==> src/rtl/bin_to_bcd_seq.sv <==
// Sequential double-dabble binary-to-BCD converter: one shift step per clock,
// with the result saturating to all nines when the input exceeds the digit range.
module bin_to_bcd_seq #(
  parameter int unsigned BIN_W  = 14,
  parameter int unsigned DIGITS = 4
) (
  input  logic                  clk,
  input  logic                  rst_n,
  input  logic                  start,
  input  logic [BIN_W-1:0]      bin,
  output logic [4*DIGITS-1:0]   bcd,
  output logic                  busy,
  output logic                  done,
  output logic                  ovf
);

  localparam int unsigned BCD_W = 4 * DIGITS;
  localparam int unsigned SCR_W = 4 * (DIGITS + 1);
  localparam int unsigned CNT_W = $clog2(BIN_W + 1);

  typedef enum logic [1:0] {
    IDLE  = 2'd0,
    SHIFT = 2'd1,
    DONE  = 2'd2
  } state_e;

  state_e             state_q, state_d;
  logic [BIN_W-1:0]   bin_q, bin_d;
  logic [SCR_W-1:0]   scr_q, scr_d;
  logic [CNT_W-1:0]   cnt_q, cnt_d;
  logic [BCD_W-1:0]   bcd_q, bcd_d;
  logic               ovf_q, ovf_d;
  logic               busy_q, done_q;

  logic [SCR_W-1:0]       adj;
  logic [SCR_W+BIN_W-1:0] shifted;

  // Next-state, datapath step and result load
  always_comb begin
    state_d = state_q;
    bin_d   = bin_q;
    scr_d   = scr_q;
    cnt_d   = cnt_q;
    bcd_d   = bcd_q;
    ovf_d   = ovf_q;
    adj     = scr_q;

    for (int i = 0; i < int'(DIGITS + 1); i++) begin
      if (adj[4*i +: 4] >= 4'd5) begin
        adj[4*i +: 4] = adj[4*i +: 4] + 4'd3;
      end
    end
    shifted = {adj, bin_q} << 1;

    case (state_q)
      IDLE: begin
        if (start) begin
          bin_d   = bin;
          scr_d   = '0;
          cnt_d   = CNT_W'(BIN_W);
          state_d = SHIFT;
        end
      end
      SHIFT: begin
        scr_d = shifted[BIN_W +: SCR_W];
        bin_d = shifted[BIN_W-1:0];
        cnt_d = cnt_q - CNT_W'(1);
        if (cnt_q == CNT_W'(1)) begin
          state_d = DONE;
          // A non-zero extra top digit means the value exceeded the output range
          ovf_d   = |scr_d[SCR_W-1 -: 4];
          bcd_d   = ovf_d ? {DIGITS{4'h9}} : scr_d[BCD_W-1:0];
        end
      end
      DONE: begin
        state_d = IDLE;
      end
      default: begin
        state_d = IDLE;
      end
    endcase
  end

  // State and output registers
  always_ff @(posedge clk or negedge rst_n) begin
    if (!rst_n) begin
      state_q <= IDLE;
      bin_q   <= '0;
      scr_q   <= '0;
      cnt_q   <= '0;
      bcd_q   <= '0;
      ovf_q   <= 1'b0;
      busy_q  <= 1'b0;
      done_q  <= 1'b0;
    end else begin
      state_q <= state_d;
      bin_q   <= bin_d;
      scr_q   <= scr_d;
      cnt_q   <= cnt_d;
      bcd_q   <= bcd_d;
      ovf_q   <= ovf_d;
      busy_q  <= (state_d == SHIFT);
      done_q  <= (state_d == DONE);
    end
  end

  assign bcd  = bcd_q;
  assign ovf  = ovf_q;
  assign busy = busy_q;
  assign done = done_q;

endmodule

==> config.mk <==
export PLATFORM = sky130hd
export DESIGN_NAME = bin_to_bcd_seq
export DESIGN_NICKNAME = d
export VERILOG_FILES = /design/src/rtl/bin_to_bcd_seq.sv
export SDC_FILE = /design/constraint.sdc
export NUM_CORES = 1
export LEC_CHECK = 0
export BUFFER_PORTS_ARGS = -buffer_cell sky130_fd_sc_hd__buf_2
export CORE_MARGIN = 1
export CORE_UTILIZATION = 55
export DETAILED_ROUTE_END_ITERATION = 10
export GPL_ROUTABILITY_DRIVEN = 0
export PLACE_DENSITY = 0.76
export SLEW_MARGIN = 20
export SYNTH_ARGS = -nofsm -noshare
export SYNTH_HDL_FRONTEND = slang
export SYNTH_SLANG_ARGS = --single-unit
==> constraint.sdc <==
create_clock -name clk -period 4.2 [get_ports clk]
set_input_delay 0.84 -clock clk [delete_from_list [all_inputs] [get_ports clk]]
set_output_delay 0.84 -clock clk [all_outputs]
set_load 0.01 [all_outputs]
==> impl_metrics.json <==
{
  "async_flop_share_pct": 100,
  "max_freq_mhz": 418,
  "dp_hpwl_microns": 3850,
  "drv_slew": 0,
  "synth_seq_cells": 59,
  "period_share_pct": 56.9,
  "hp-class": "input port to async pin",
  "pwr_density_cell_nw_per_um2": 828,
  "p_leak_nw": 1.51,
  "dp_cells": 386,
  "die_h_microns": 73.6,
  "cts_tree": "yes",
  "setup_ws_ns": 1.81,
  "setup_violations": 0,
  "row_count": 25,
  "io_pins": 36,
  "p_switching_mw": 1.09,
  "startpoint_type": "register",
  "cts_resized": 0,
  "numCtsBuffers": 9,
  "hold_ws_ns": 0.448,
  "synth_commonest_cells": "59 x dfrtp_1, 47 x nand2_1, 22 x nor2_1",
  "critPathMaxStageDelay_ns": 0.55,
  "status": "finished, final reports clean",
  "ant_nets": 0,
  "maxCapViolations": 0,
  "clockPowerShare_pct": 16.6,
  "root_buffer": "clkbuf_8",
  "antenna_found_initial": 0,
  "die_area_sq_um": 5420,
  "crit_family": "compound AO/OA/AOI/OAI gates",
  "crit_type": "register to register",
  "end_kind": "register",
  "seq_power_share_pct": 38.1,
  "skew_ns": 0.00613,
  "die_x_microns": 73.6,
  "ys.flop_type": "dfrtp_1",
  "netlist_instances": 292,
  "yosysMostFrequentCell": "dfrtp_1",
  "combinationalPowerShare_pct": 45.3,
  "wl_per_cell_microns": 14.3,
  "final.min_clock_period_ns": 2.39,
  "drc": 0,
  "wirelength_microns": 5730,
  "pre_cts_ws_ns": 1.67,
  "nets": 359,
  "drt-initial-drc-count": 122,
  "hold_viol": 0,
  "htree_levels": 3,
  "drtPass1Iterations": 5,
  "rsz0062_at_grt": "false",
  "ctsHoldBuffers": 0,
  "synth.distinct_cells": 36,
  "setup_tns_ns": 0,
  "grt_first_pass_wirelength_microns": 9870,
  "synth_top_area_cell": "dfrtp_1",
  "yosys_warnings": 0,
  "stdcell_count": 400,
  "cts_setup_buffers": 0,
  "netlist_area_sq_um": 2820,
  "clk_pin_slew_ns": 0.06,
  "vias_per_cell": 5.54,
  "p_int_mw": 1.60,
  "critPathBufInv": 1,
  "grt_overflow": 0,
  "syn_nets": 321,
  "synth_top_area_share_pct": 52.4,
  "fillers": 430,
  "synth_edf_count": 0,
  "ys_top_cells_by_area": "dfrtp_1 52%, nand2_1 6.3%, ha_1 5.3%",
  "synth-seq-area-share_pct": 52.4,
  "grtUsageTotal_pct": 24.8,
  "num_vias": 2214,
  "cts_buffer_depth": 2,
  "worstMarginPinSlew_ns": 0.642,
  "drive_above_1_share_pct": 19.5,
  "clock_latency_ns": 0.33,
  "syn_to_final_growth_pct": 14.8,
  "critical_path_peak_fanout": 12,
  "grt_pass1_vias": 2170,
  "cp.arrival_ns": 2.61,
  "core_area_sq_um": 4820,
  "cts_sinks": 59,
  "finalPower_mw": 2.68,
  "slew_headroom_pct": 57.2,
  "start_util_pct": 58.5,
  "grt_max_degree": 41,
  "num_antenna_cells": 0,
  "postSynthAreaPerCell_sq_um": 9.66,
  "cp_slowest_cell": "a2111oi_1",
  "io_buffers": 35,
  "p_sw_share_pct": 40.5,
  "required_ns": 4.42,
  "irDropWorstVdd_mv": 0.380,
  "path_cells": "inv_1 > ha_1 > nand2b_1 > a2111oi_1 > o2111ai_2 > o22a_1"
}
-- sequential cells by signal, summed over array words and instances (netlist names) --
name / cells
scr_q: 20
busy: 1
bcd: 16
ovf: 1
bin_q: 14
cnt_q: 4
done: 1
state_q: 2
-- final timing paths --
check,cells after the start,to,startpoint,slack (ns)
max in group asynchronous,2,bin_q[1]$_DFFE_PN0P_,rst_n,2.87
worst max-delay path,6,bcd[11]$_DFFE_PN0P_,scr_q[16]$_DFFE_PN0P_,1.81
worst max register to register,6,bcd[11]$_DFFE_PN0P_,scr_q[16]$_DFFE_PN0P_,1.81
min in group clk,2,bcd[14]$_DFFE_PN0P_,bcd[14]$_DFFE_PN0P_,0.48
worst min register to register,2,bcd[14]$_DFFE_PN0P_,bcd[14]$_DFFE_PN0P_,0.48
worst min-delay path,1,bcd[1]$_DFFE_PN0P_,rst_n,0.45
-- final cells by class --
type / count / area [sq um] / area share [%]
repair buffers: 39 / 205 / 6.34
flip-flops and latches: 59 / 1480 / 45.6
clock inverters: 3 / 15.0 / 0.464
multi-input cells: 206 / 1250 / 38.6
clock buffers: 11 / 151 / 4.68
well taps: 67 / 83.8 / 2.59
inverters: 15 / 56.3 / 1.74
-- layer usage --
layer | track usage, % | share of wire [%]
met5 | 0 | 0
met4 | 12.8 | 2.5
met3 | 4.12 | 2.9
met2 | 40.8 | 49
met1 | 31.6 | 46
-- worst reg2reg max path, stage by stage, from the launching register on --
cell and delay (ns):
dfrtp_1 0.41, inv_1 0.13, ha_1 0.31, nand2b_1 0.11
a2111oi_1 0.55, o2111ai_2 0.45, o22a_1 0.31
-- layout by cell type (no fill, tap or decap), types with 7 or more instances in the layout --
cell type	count
clkbuf_8	11
a31oi_1	16
o21ai_0	21
ha_1	12
o21ai_1	11
nand2_1	47
inv_1	14
nand2b_1	10
buf_2	35
a21oi_1	14
dfrtp_1	59
nor2_1	21
o22ai_1	7
-- power groups by stage --
stage / Sequential, mW / Combinational, mW / Clock, mW
floorplan: 1.02 / 0.884 / 0
global placement: 1.02 / 1.16 / 0
detailed placement: 1.03 / 1.21 / 0
CTS: 1.02 / 1.22 / 0.452
global route: 1.06 / 1.39 / 0.471
finish: 1.02 / 1.22 / 0.445
-- logic make-up (layout without fill, tap and decap cells) --
kind of cell    count (synthesis)  in the layout  share of synthesized area, %
compound gates                 86             86                          19.2
xor+xnor                        5              5                          1.55
fa+ha+maj                      12             12                          5.32
buf+inv                        27             68                          3.64
flops                          59             59                          52.4
mux                             5              5                          2.00
simple gates                   98             98                          16.0
-- metrics by stage --
| stage | utilization (%) | instance area [sq um] |
|---|---|---|
| 2_1_floorplan | - | 2820 |
| 3_3_place_gp | 63.6 | 3070 |
| 3_5_place_dp | 63.6 | 3070 |
| 4_1_cts | 67.1 | 3230 |
| 5_1_grt | 67.2 | 3240 |
| 6_report | 67.2 | 3240 |
(Power assumes the default switching activity.)
